### config.mk
export PLATFORM = sky130hd
export DESIGN_NAME = fixed_point_iterator
export DESIGN_NICKNAME = d
export VERILOG_FILES = /design/src/rtl/fp_pkg.sv /design/src/rtl/fp_step.sv /design/src/rtl/fixed_point_iterator.sv
export SDC_FILE = /design/constraint.sdc
export NUM_CORES = 1
export LEC_CHECK = 0
export ABC_AREA = 0
export BUFFER_PORTS_ARGS = -buffer_cell sky130_fd_sc_hd__buf_2
export CAP_MARGIN = 20
export CORE_ASPECT_RATIO = 0.5
export CORE_MARGIN = 4
export CORE_UTILIZATION = 45
export CTS_CLUSTER_SIZE = 12
export DETAILED_ROUTE_END_ITERATION = 8
export PLACE_DENSITY = 0.78
export SYNTH_ARGS = -nofsm -noshare
export SYNTH_HDL_FRONTEND = slang
export SYNTH_HIERARCHICAL = 1
export SYNTH_SLANG_ARGS = --single-unit
### constraint.sdc
create_clock -name clk -period 4.1 [get_ports clk]
set_input_delay 0.205 -clock clk [delete_from_list [all_inputs] [get_ports clk]]
set_output_delay 0.205 -clock clk [all_outputs]
set_load 0.01 [all_outputs]
### src/rtl/fp_pkg.sv
// Shared definitions for the fixed-point iterator and its checker:
// sample width, state encoding and the map f(x) = (x + k) >> 1.
package fp_pkg;

    localparam int FP_W = 8;

    typedef enum logic [1:0] {
        IDLE   = 2'd0,
        EMIT   = 2'd1,
        REPEAT = 2'd2,
        DONE   = 2'd3
    } state_e;

    // 9-bit sum keeps the carry so the halved result always fits in FP_W bits
    function automatic logic [FP_W-1:0] fp_next(input logic [FP_W-1:0] x,
                                                 input logic [FP_W-1:0] k);
        logic [FP_W:0] sum;
        sum = {1'b0, x} + {1'b0, k};
        return sum[FP_W:1];
    endfunction

endpackage

### src/rtl/fp_step.sv
// One step of the orbit: nxt = f(x), plus a flag when x is already a fixed point.
module fp_step
    import fp_pkg::*;
(
    input  logic [FP_W-1:0] x,
    input  logic [FP_W-1:0] k,
    output logic [FP_W-1:0] nxt,
    output logic            is_fixed
);

    always_comb begin
        nxt      = fp_next(x, k);
        is_fixed = (nxt == x);
    end

endmodule

### src/rtl/fixed_point_iterator.sv
// Streams the orbit of f(x) = (x + k) >> 1 from a seed until a fixed point or MAX_ITER values.
// Optional macro FP_ITER_REPEAT_EN: re-emit the fixed value once so a pairwise checker sees x*, x*.
module fixed_point_iterator
    import fp_pkg::*;
#(
    parameter int MAX_ITER = 16
) (
    input  logic       clk,
    input  logic       rst_n,
    input  logic       start,
    input  logic [7:0] seed,
    input  logic [7:0] k,
    output logic [7:0] x_out,
    output logic       x_valid,
    input  logic       x_ready,
    output logic       busy,
    output logic       done,
    output logic       fixed,
    output logic [7:0] iter_count
);

    state_e          state_q, state_d;
    logic [FP_W-1:0] x_q, x_d;
    logic [FP_W-1:0] k_q, k_d;
    logic [7:0]      iter_q, iter_d;
    logic            fixed_q, fixed_d;

    logic [FP_W-1:0] nxt;
    logic            is_fixed;
    logic            xfer;
    logic            last;

    fp_step u_step (
        .x        (x_q),
        .k        (k_q),
        .nxt      (nxt),
        .is_fixed (is_fixed)
    );

    assign xfer = x_valid & x_ready;
    assign last = (({1'b0, iter_q} + 9'd1) == 9'(MAX_ITER));

    always_ff @(posedge clk or negedge rst_n) begin
        if (!rst_n) begin
            state_q <= IDLE;
            x_q     <= '0;
            k_q     <= '0;
            iter_q  <= '0;
            fixed_q <= 1'b0;
        end else begin
            state_q <= state_d;
            x_q     <= x_d;
            k_q     <= k_d;
            iter_q  <= iter_d;
            fixed_q <= fixed_d;
        end
    end

    // Fixed-point detection wins over the iteration limit on the same transfer.
    always_comb begin
        state_d = state_q;
        case (state_q)
            IDLE:   if (start) state_d = EMIT;
            EMIT: begin
                if (xfer) begin
                    if (is_fixed) begin
`ifdef FP_ITER_REPEAT_EN
                        state_d = REPEAT;
`else
                        state_d = DONE;
`endif
                    end else if (last) begin
                        state_d = DONE;
                    end
                end
            end
            REPEAT: if (xfer) state_d = DONE;
            DONE:   state_d = IDLE;
            default: state_d = IDLE;
        endcase
    end

    always_comb begin
        x_d     = x_q;
        k_d     = k_q;
        iter_d  = iter_q;
        fixed_d = fixed_q;
        case (state_q)
            IDLE: begin
                if (start) begin
                    x_d     = seed;
                    k_d     = k;
                    iter_d  = '0;
                    fixed_d = 1'b0;
                end
            end
            EMIT: begin
                if (xfer) begin
                    iter_d = iter_q + 8'd1;
                    if (is_fixed) begin
`ifndef FP_ITER_REPEAT_EN
                        fixed_d = 1'b1;
`endif
                    end else if (!last) begin
                        x_d = nxt;
                    end
                end
            end
            REPEAT: begin
                if (xfer) begin
                    iter_d  = iter_q + 8'd1;
                    fixed_d = 1'b1;
                end
            end
            default: ;
        endcase
    end

    always_comb begin
        x_out      = x_q;
        x_valid    = (state_q == EMIT) || (state_q == REPEAT);
        busy       = (state_q != IDLE);
        done       = (state_q == DONE);
        fixed      = fixed_q;
        iter_count = iter_q;
    end

endmodule
==> results of run 1 <==
area by class of cell:
| class | count | area, sq um | area share |
|---|---|---|---|
| multi-input combinational | 148 | 1236 | 0.5462 |
| sequential | 27 | 675.6 | 0.2985 |
| timing repair buffer | 40 | 205.2 | 0.09066 |
| tap | 54 | 67.56 | 0.02985 |
| clock buffer | 3 | 41.29 | 0.01824 |
| inverter | 8 | 30.03 | 0.01327 |
| clock inverter | 1 | 7.507 | 0.003317 |
cell families after synthesis:
kind of cell | Yosys count | synth area share
buffers and inverters | 9 | 0.01799
adder cells (fa/ha/maj) | 14 | 0.09383
AND/OR/NAND/NOR | 51 | 0.1375
multiplexers | 32 | 0.1812
flip-flops | 27 | 0.3470
XOR/XNOR | 15 | 0.07455
AO/OA/AOI/OAI | 36 | 0.1478
layer usage:
layer,GRT usage,vias to the layer above
li1,-,759
met1,0.2073,772
met2,0.3050,36
met3,0.02672,6
met4,0.05077,0
met5,0,-
worst paths after layout:
check,start,endpoint,slack [ns],depth (start not counted)
worst max-delay path,x_out[0],x_out[4],0.60,11
worst min-delay path,k[4],k_q[4],0.15,2
worst max register to register,x_out[0],x_out[4],0.60,11
worst min register to register,fixed,fixed,0.53,1
max in group asynchronous,rst_n,k_q[6],3.25,2
min in group asynchronous,rst_n,iter_count[7],0.46,2
state kept, by name, summed over array words and instances (netlist names):
register    flops
iter_count      8
k_q             8
x_out           8
state_q         2
fixed           1
report_power, final:
part / leakage [uW] / switching (uW) / internal (uW)
clock: 0.0000217 / 88.1 / 69.1
sequential: 0.000332 / 127 / 381
combinational: 0.000681 / 765 / 743
total: 0.00103 / 980 / 1190
stage by stage:
step	setup WS, ns	hold WS (ns)	std cells	area (sq um)	utilization
CTS	0.6428	0.1512	281	2263	0.5625
global placement	0.8233	0.2381	276	2205	0.5479
finish	0.5963	0.1539	281	2263	0.5625
detailed placement	0.6734	0.2463	276	2205	0.5479
global route	0.4977	0.1487	281	2263	0.5625
floorplan	0.9581	-0.09059	184	1947	-
layout by cell type, fill, tap and decap left out, types with 2 or more instances in the layout:
| master | count |
|---|---|
| a211oi_1 | 2 |
| nand2b_1 | 4 |
| nor3_1 | 4 |
| clkbuf_8 | 3 |
| nand3_1 | 8 |
| mux2i_1 | 6 |
| nand2_1 | 12 |
| a21o_1 | 2 |
| ha_1 | 13 |
| o211ai_1 | 2 |
| nor2_1 | 6 |
| xor2_1 | 4 |
| dfrtp_1 | 27 |
| o21bai_1 | 2 |
| o21ai_0 | 10 |
| a21oi_2 | 3 |
| a21oi_1 | 3 |
| nor2b_1 | 6 |
| xnor2_1 | 10 |
| or2b_1 | 2 |
| inv_1 | 8 |
| o2111ai_1 | 2 |
| buf_2 | 39 |
| and3_1 | 3 |
| mux2_2 | 26 |
| and2_1 | 2 |
==> run summary, run 1 <==
Status -> finished, final reports clean
Number of port buffers -> 39
Met3 wire length -> 131 um
Via count of the first global-routing pass -> 1,570
Unrepaired setup endpoints after global routing -> false
Critical path capture point type -> flop
Routed metal-1 wire length -> 1992 um
Synthesized flop and latch total -> 27
Cts bufs inserted -> 3
Top Metal Used -> met4
Worst slew pin tran -> 0.6397 ns
Effective utilization at floorplan -> 0.4838
Routed length per instance -> 15.43 um
Vias post-DR -> 1,573
Cell type contributing the most total cell area after synthesis -> dfrtp_1
Net count of the mapped netlist -> 218
Insertion delay of the later-clocked pin in the worst-skew pair -> 0.28 ns
Power per cell area -> 960.2 nW/um^2
Required time of the critical path -> 4.27 ns
Drt first-iter violations -> 36
First-pass DRT Iterations -> 4
Final wirelength -> 4337 um
Number of vias per cell -> 5.598
Hold_buf cts -> 1
Number of buffer and inverter stages on the critical path -> 0
Synthesized area divided by synthesized cell count -> 10.58 sq um
Share of the yosys chip area belonging to registers -> 0.3470
Net count, final -> 262
Fillers -> 332
Cells taking the most area after synthesis -> dfrtp_1 35%, mux2_2 15%, ha_1 8.4%
Overall die area -> 5507 sq um
Min cycle time layout -> 3.504 ns
Clock-pin slew reported for the worst setup and hold paths after clock tree synthesis -> 0.10 ns
DRC violation count after routing -> 0
CP peak stage delay -> 0.50 ns
Largest delay contributor family on the critical path -> compound AO/OA/AOI/OAI gates
Worst Skew -> 0.001820 ns
Critical-path cell with the highest stage delay -> a311oi_4
Summed negative setup slack over all endpoints -> 0 ns
Layout cells sized above 1 -> 0.3304
Maximum clock frequency -> 0.2854 GHz
GP Congestion -> 0.8456
Highest net fanout along the worst path -> 8
Pin count of the biggest net entering global routing -> 28
Hold crit path type -> primary input to flop
Clock tree from TritonCTS -> built
Launching element type of the critical path -> flop
Pins Over Slew Limit -> 0
Total core area -> 4024 sq um
Synth Warn # -> 6
Async set-or-reset flop fraction in the synthesized netlist -> 1.000
Root buf cell -> clkbuf_8
Antenna violations before repair -> 0
Met2 layer wire length in the routed design -> 2159 um
Total power after layout -> 2173 uW
Final hold viol count -> 0
Tightest slew margin relative to the limit -> 0.5727
Most common flop cell mapped by yosys -> dfrtp_1
Area added between synthesis and finish -> 16.26%
Post-synthesis instance area -> 1947 sq um
Distinct cell type count after synthesis -> 41
Total of endpoints with negative setup slack in the final report -> 0
Total inserted antenna cells -> 0
Maxcap violations -> 0
Half-perimeter wire length of the detailed placement result -> 3461 um
DIE HEIGHT -> 54.51 um
Global-route wire length before repair -> 7058 um
CTS H-tree depth -> 1
Cell Rows -> 16
Congestion Overflow GR -> 0
Chip width -> 101.0 um
Highest ir drop seen on vdd -> 315.9 uV
Top-count cell post-synth -> dfrtp_1
Total global-route track usage -> 0.1665
Setup CP Type -> flop to flop
Quantity of gates resized following cts -> 0
Commonest cells in the synthesized netlist -> 27 x dfrtp_1, 26 x mux2_2, 13 x ha_1
Arrival @ worst endpoint -> 3.67 ns
Antenna violation net count after detailed routing -> 0
Post-synth top area share -> 0.3470
EDFF count, synth -> 0
Worst-case clock buffer depth -> 2
Static Leakage -> 0.001034 uW
Number of buffers inserted by post-CTS setup repair -> 0
Cell chain of the critical path -> and2_1, fa_1, a211oi_1, o21bai_1, a21oi_2, xnor2_1, mux2i_1, nor4_1, o22a_1, a311oi_4, mux2_2
Number of instances in the synthesized netlist -> 184
Sink count of the clock tree -> 27
Post-route fraction of the period consumed by the critical path -> 0.8546
Top-level port count -> 40
No activity file was read; power rests on OpenSTA's default activity.
==> run 2: changes to the inputs <==
- PLACE_DENSITY: 0.78 -> 0.68
==> run 2 against run 1 <==
Wire length is 0.76% lower. Cell area is 0.17% lower. Sequential power barely moved. Utilization fell by 0.093 points. Power down 0.57%. First-iteration DRC count rose by 50%. Critical endpoint is now x_out[1]. Largest power group unchanged.
==> run summary, run 2 (same netlist as run 1, synthesis figures left out) <==
Cell chain of the critical path -> and2_1, fa_1, a211oi_1, o21bai_1, a21oi_2, xnor2_1, mux2i_1, nor4_1, o22a_1, a311oi_4, mux2_2 (unchanged)
CTS H-tree depth -> 1 (unchanged)
Final wirelength -> 4304 um (was 4337 um)
Net count, final -> 262 (unchanged)
Pin count of the biggest net entering global routing -> 28 (unchanged)
Critical-path cell with the highest stage delay -> a311oi_4 (unchanged)
Summed negative setup slack over all endpoints -> 0 ns (unchanged)
Tightest slew margin relative to the limit -> 0.5751 (was 0.5727)
Via count of the first global-routing pass -> 1,551 (was 1,570)
Clock group share of total power -> 0.073 (was 0.072)
Arrival @ worst endpoint -> 3.60 ns (was 3.67 ns)
CP peak stage delay -> 0.53 ns (was 0.50 ns)
Sink count of the clock tree -> 27 (unchanged)
Power per cell area -> 956.3 nW/um^2 (was 960.2 nW/um^2)
Cts bufs inserted -> 3 (unchanged)
Status -> finished, final reports clean (unchanged)
DIE HEIGHT -> 54.51 um (unchanged)
Worst-case clock buffer depth -> 2 (unchanged)
Net load switching power -> 967.8 uW (was 980.4 uW)
Hold crit path type -> primary input to flop (unchanged)
Post-route fraction of the period consumed by the critical path -> 0.8384 (was 0.8546)
Number of port buffers -> 39 (unchanged)
Gate power share -> 0.693 (was 0.694)
Overall die area -> 5507 sq um (unchanged)
Chip width -> 101.0 um (unchanged)
Launching element type of the critical path -> flop (unchanged)
Root buf cell -> clkbuf_8 (unchanged)
DP Area -> 2205 sq um (unchanged)
Layout cells sized above 1 -> 0.3260 (was 0.3304)
Vias post-DR -> 1,557 (was 1,573)
Global-route wire length before repair -> 7362 um (was 7058 um)
Total of endpoints with negative setup slack in the final report -> 0 (unchanged)
Top-level port count -> 40 (unchanged)
Unrepaired setup endpoints after global routing -> false (unchanged)
Number of buffers inserted by post-CTS setup repair -> 0 (unchanged)
Clock-pin slew reported for the worst setup and hold paths after clock tree synthesis -> 0.10 ns (about the same)
Largest delay contributor family on the critical path -> compound AO/OA/AOI/OAI gates (unchanged)
Cell Rows -> 16 (unchanged)
DRC violation count after routing -> 0 (unchanged)
Number of vias per cell -> 5.541 (was 5.598)
Highest ir drop seen on vdd -> 292.7 uV (was 315.9 uV)
Most common library cell in the layout ignoring fill and taps -> buf_2 (unchanged)
Clock tree from TritonCTS -> built (unchanged)
Final hold viol count -> 0 (unchanged)
Effective utilization at floorplan -> 0.4838 (unchanged)
Final Cell Area -> 2260 sq um (was 2263 sq um)
Antenna violations before repair -> 0 (unchanged)
Worst Skew -> 0.003116 ns (was 0.001820 ns)
GP Congestion -> 0.8071 (was 0.8456)
First-pass DRT Iterations -> 4 (unchanged)
Total inserted antenna cells -> 0 (unchanged)
Highest net fanout along the worst path -> 8 (unchanged)
Maxcap violations -> 0 (unchanged)
Internal Power -> 1193 uW (about the same)
Critical path capture point type -> flop (unchanged)
Setup CP Type -> flop to flop (unchanged)
Total core area -> 4024 sq um (unchanged)
Switching power share of the total -> 0.4478 (was 0.4511)
Static Leakage -> 0.001035 uW (was 0.001034 uW)
Area added between synthesis and finish -> 16.07% (was 16.26%)
Drt first-iter violations -> 54 (was 36)
Min cycle time layout -> 3.437 ns (was 3.504 ns)
Insertion delay of the later-clocked pin in the worst-skew pair -> 0.28 ns (about the same)
Required time of the critical path -> 4.27 ns (about the same)
Antenna violation net count after detailed routing -> 0 (unchanged)
Most frequent cells in the layout -> 39 x buf_2, 27 x dfrtp_1, 26 x mux2_2 (unchanged)
Sequential Power Share -> 0.234 (about the same)
Maximum clock frequency -> 0.2909 GHz (was 0.2854 GHz)
Worst slew pin tran -> 0.6373 ns (was 0.6397 ns)
Total global-route track usage -> 0.1740 (was 0.1665)
Pins Over Slew Limit -> 0 (unchanged)
Half-perimeter wire length of the detailed placement result -> 3320 um (was 3461 um)
Routed length per instance -> 15.32 um (was 15.43 um)
Number of buffer and inverter stages on the critical path -> 0 (unchanged)
Congestion Overflow GR -> 0 (unchanged)
## run 2: cell types whose count changed in the layout (fill, tap and decap cells not counted), sizes merged
cell      previous run  this run
clkinvlp             1         0
clkbuf               3         4
## run 2: area by class of cell
type                       count  area, sq um
clock buffer                   4        45.04
multi-input combinational    148         1236
timing repair buffer          40        205.2
tap                           54        67.56
inverter                       8        30.03
fill                         365         1764
sequential                    27        675.6
## run 2: final timing paths
| path | startpoint | end | slack, ns | cells after the start |
|---|---|---|---|---|
| min in group asynchronous | rst_n | iter_count[0] | 0.47 | 2 |
| worst max register to register | x_out[0] | x_out[1] | 0.66 | 11 |
| worst max-delay path | x_out[0] | x_out[1] | 0.66 | 11 |
| max in group asynchronous | rst_n | x_out[4] | 3.22 | 2 |
| worst min-delay path | k[2] | k_q[2] | 0.15 | 2 |
| worst min register to register | fixed | fixed | 0.51 | 1 |
## run 2: per-stage QoR
step | hold WS, ns | worst slack [ns] | utilization | total power, uW | cells
floorplan | -0.09059 | 0.9581 | - | 1665 | 184
global placement | 0.2549 | 0.7831 | 0.5479 | 1963 | 276
detailed placement | 0.2721 | 0.7086 | 0.5479 | 1999 | 276
CTS | 0.1428 | 0.6857 | 0.5616 | 2168 | 281
global route | 0.1444 | 0.4778 | 0.5616 | 2365 | 281
finish | 0.1549 | 0.6625 | 0.5616 | 2161 | 281
## run 2: power by group through the flow
stage	Sequential [uW]	Combinational [uW]	Clock [uW]
CTS	506	1500	166
finish	506	1500	157
detailed placement	512	1490	0
global placement	506	1460	0
floorplan	510	1150	0
global route	528	1660	177
## run 2: timing repair
action | CTS | global route
resized for setup | 0 | 0
hold buffers | 1 | 0
endpoints found under the hold margin | 27 | 0
## run 2: metal layers
metal | vias to the layer above | share of wire | GRT usage | wire, um
met5 | - | 0 | 0 | 0
met4 | 0 | 0.0079 | 0.03974 | 34
met3 | 2 | 0.042 | 0.03944 | 182
met2 | 36 | 0.49 | 0.3105 | 2094
met1 | 758 | 0.46 | 0.2202 | 1993
li1 | 761 | - | - | -
==> run 3: changes to the inputs <==
- ABC_AREA: 0 -> 1
- PLACE_DENSITY: 0.68 -> 0.67
- clock period: 4.1 -> 3.2 ns (I/O delays scaled with it)
==> run 3 against run 2 <==
Register-to-register slack worse by 0.09 ns. Clock power is 27% higher. Combinational power is 25% higher. Power is 28% higher. Critical endpoint unchanged. Critical path type unchanged. Clock skew is 0.0013 ns lower.
==> run summary, run 3 <==
Layout Utilization -> 0.5461 (was 0.5616)
Synthesized area divided by synthesized cell count -> 6.699 sq um (was 10.58 sq um)
Power per cell area -> 1132 nW/um^2 (was 956.3 nW/um^2)
Share of the yosys chip area belonging to registers -> 0.3162 (was 0.3470)
Clock group share of total power -> 0.072 (was 0.073)
Commonest cells in the synthesized netlist -> 135 x nand2_1, 38 x inv_1, 32 x nand3_1 (was 27 x dfrtp_1, 26 x mux2_2, 13 x ha_1)
Half-perimeter wire length of the detailed placement result -> 4012 um (was 3320 um)
Sink count of the clock tree -> 27 (unchanged)
Post-route fraction of the period consumed by the critical path -> 0.8216 (was 0.8384)
Hold worst-path end -> k_q[1] (was k_q[2])
Synthesized flop and latch total -> 27 (unchanged)
Overall die area -> 5982 sq um (was 5507 sq um)
Internal Power -> 1280 uW (was 1193 uW)
Top-count cell post-synth -> nand2_1 (was dfrtp_1)
Distinct cell type count after synthesis -> 31 (was 41)
Antenna violations before repair -> 0 (unchanged)
Total inserted antenna cells -> 0 (unchanged)
Final hold viol count -> 0 (unchanged)
Final wirelength -> 4978 um (was 4304 um)
Chip width -> 105.5 um (was 101.0 um)
GP Congestion -> 0.8573 (was 0.8071)
Maxcap violations -> 0 (unchanged)
Sequential Power Share -> 0.251 (was 0.234)
DIE HEIGHT -> 56.73 um (was 54.51 um)
Worst Skew -> 0.001851 ns (was 0.003116 ns)
Effective utilization at floorplan -> 0.4762 (was 0.4838)
Launching element type of the critical path -> flop (unchanged)
Layout cells sized above 1 -> 0.2105 (was 0.3260)
Insertion delay of the later-clocked pin in the worst-skew pair -> 0.28 ns (about the same)
Net load switching power -> 1495 uW (was 967.8 uW)
Start point of the worst hold path -> k[1] (was k[2])
Met3 wire length -> 192 um (was 182 um)
Fillers -> 454 (was 365)
Vias post-DR -> 2,023 (was 1,557)
Clock-pin slew reported for the worst setup and hold paths after clock tree synthesis -> 0.09 ns (was 0.10 ns)
Hold crit path type -> primary input to flop (unchanged)
DRC violation count after routing -> 0 (unchanged)
Static Leakage -> 0.001400 uW (was 0.001035 uW)
Cts bufs inserted -> 3 (unchanged)
Async set-or-reset flop fraction in the synthesized netlist -> 1.000 (unchanged)
Tightest slew margin relative to the limit -> 0.5762 (was 0.5751)
Net count, final -> 396 (was 262)
Highest ir drop seen on vdd -> 412.6 uV (was 292.7 uV)
Cells taking the most area after synthesis -> dfrtp_1 32%, nand2_1 24%, ha_1 7.6% (was dfrtp_1 35%, mux2_2 15%, ha_1 8.4%)
Worst slew pin tran -> 0.6357 ns (was 0.6373 ns)
Status -> finished, final reports clean (unchanged)
Gate power share -> 0.677 (was 0.693)
Required time of the critical path -> 3.38 ns (was 4.27 ns)
Min cycle time layout -> 2.629 ns (was 3.437 ns)
Worst R2R Path Depth -> 19 (was 11)
Global-route wire length before repair -> 8431 um (was 7362 um)
Cell Rows -> 17 (was 16)
Total of endpoints with negative setup slack in the final report -> 0 (unchanged)
Area added between synthesis and finish -> 14.70% (was 16.07%)
Start of the worst register-to-register path -> x_out[0] (unchanged)
Highest net fanout along the worst path -> 9 (was 8)
Most frequent cells in the layout -> 135 x nand2_1, 39 x buf_2, 38 x inv_1 (was 39 x buf_2, 27 x dfrtp_1, 26 x mux2_2)
Number of vias per cell -> 4.738 (was 5.541)
Pins Over Slew Limit -> 0 (unchanged)
Critical path capture point type -> flop (unchanged)
Net count of the mapped netlist -> 353 (was 218)
Setup slack, reg-to-reg -> 0.57 ns (was 0.66 ns)
Summed negative setup slack over all endpoints -> 0 ns (unchanged)
Unrepaired setup endpoints after global routing -> false (unchanged)
Total core area -> 4488 sq um (was 4024 sq um)
Most common flop cell mapped by yosys -> dfrtp_1 (unchanged)
Place WS -> 0.5949 ns (was 0.7086 ns)
Most common library cell in the layout ignoring fill and taps -> nand2_1 (was buf_2)
Root buf cell -> clkbuf_8 (unchanged)
Pin count of the biggest net entering global routing -> 28 (unchanged)
Hold-critical path depth -> 3 (was 2)
Total global-route track usage -> 0.1716 (was 0.1740)
EDFF count, synth -> 0 (unchanged)
Post-synthesis instance area -> 2137 sq um (was 1947 sq um)
Switching power share of the total -> 0.5388 (was 0.4478)
Routed metal-1 wire length -> 2471 um (was 1993 um)
Synth Warn # -> 6 (unchanged)
Antenna violation net count after detailed routing -> 0 (unchanged)
Worst-case clock buffer depth -> 2 (unchanged)
CTS H-tree depth -> 1 (unchanged)
Post-synth top area share -> 0.3162 (was 0.3470)
Number of instances in the synthesized netlist -> 319 (was 184)
Top Metal Used -> met4 (unchanged)
Drt first-iter violations -> 64 (was 54)
Setup CP Type -> flop to flop (unchanged)
Worst reg2reg path endpoint -> x_out[1] (unchanged)
First-pass DRT Iterations -> 4 (unchanged)
Arrival @ worst endpoint -> 2.80 ns (was 3.60 ns)
Maximum clock frequency -> 0.3803 GHz (was 0.2909 GHz)
Placed Cells incl. Taps -> 422 (was 276)
Final std cells w/o fill -> 427 (was 281)
Clock tree from TritonCTS -> built (unchanged)
Least setup slack across all paths after layout -> 0.5707 ns (was 0.6625 ns)
Met2 layer wire length in the routed design -> 2306 um (was 2094 um)
Top-level port count -> 40 (unchanged)
Congestion Overflow GR -> 0 (unchanged)
Routed length per instance -> 11.66 um (was 15.32 um)
Via count of the first global-routing pass -> 1,885 (was 1,551)
Cell type contributing the most total cell area after synthesis -> dfrtp_1 (unchanged)
Number of port buffers -> 39 (unchanged)
-- run 3: through the flow --
step / power [uW] / cell area (sq um) / hold slack, ns
2_1_floorplan: 2121 / 2137 / -0.1356
3_3_place_gp: 2552 / 2396 / 0.2067
3_5_place_dp: 2582 / 2396 / 0.2196
4_1_cts: 2796 / 2451 / 0.06579
5_1_grt: 3092 / 2451 / 0.06642
6_report: 2775 / 2451 / 0.07143
-- run 3: metal layers --
layer	global-route usage	vias up
li1	-	1083
met1	0.2382	909
met2	0.2889	29
met3	0.03444	2
met4	0.01121	0
met5	0	-
-- run 3: cell families (layout without fill, tap and decap cells) --
logic type | after synthesis | after routing | share of synthesized area
flops | 27 | 27 | 0.3162
buf+inv | 48 | 90 | 0.08958
fa+ha+maj | 14 | 14 | 0.08548
simple gates | 208 | 208 | 0.4362
compound gates | 20 | 20 | 0.06440
xor+xnor | 2 | 2 | 0.008198
-- run 3: critical path: stages, from the launching register on --
cell and delay [ns]:
dfrtp_1 0.43, nand2_1 0.08, inv_1 0.06, fa_1 0.40, nand2_1 0.12, nand2_2 0.08, nand3_2 0.07, nand2_1 0.05
nand2_1 0.09, nand2_2 0.06, nor2_1 0.09, nor2_1 0.05, nand2_1 0.07, nor2_2 0.04, nor2_1 0.19, inv_1 0.10
a21oi_4 0.28, nand2_4 0.13, nand2_1 0.08, nand2_1 0.05
-- run 3: what timing repair did --
action                                 4_1_cts  5_1_grt
setup buffers                                0        0
hold buffers                                 1        0
endpoints found under the hold margin       27        0
gates resized for setup                      0        0
-- run 3: worst max-delay path by stage --
stage | start | endpoint | slack (ns) | depth (start not counted)
5_1_grt | x_out[0] | x_out[7] | 0.34 | 19
3_5_place_dp | x_out[0] | x_out[1] | 0.59 | 19
4_1_cts | x_out[0] | x_out[1] | 0.58 | 19
3_3_place_gp | x_out[0] | x_out[4] | 0.66 | 19
6_report | x_out[0] | x_out[1] | 0.57 | 19
2_1_floorplan | x_out[0] | x_out[1] | 0.85 | 17
-- run 3: final cells by class --
type / instances / area [sq um] / share of cell area
Multi-Input combinational cell: 244 / 1270 / 0.5181
Sequential cell: 27 / 675.6 / 0.2757
Timing Repair Buffer: 40 / 205.2 / 0.08372
Inverter: 46 / 172.7 / 0.07044
Tap cell: 66 / 82.58 / 0.03369
Clock buffer: 4 / 45.04 / 0.01838
-- run 3: power groups by stage --
| stage | registers, uW | clock network, uW | logic (uW) |
|---|---|---|---|
| CTS | 694 | 206 | 1900 |
| global placement | 699 | 0 | 1850 |
| detailed placement | 700 | 0 | 1880 |
| finish | 696 | 200 | 1880 |
| global route | 727 | 220 | 2140 |
| floorplan | 699 | 0 | 1420 |
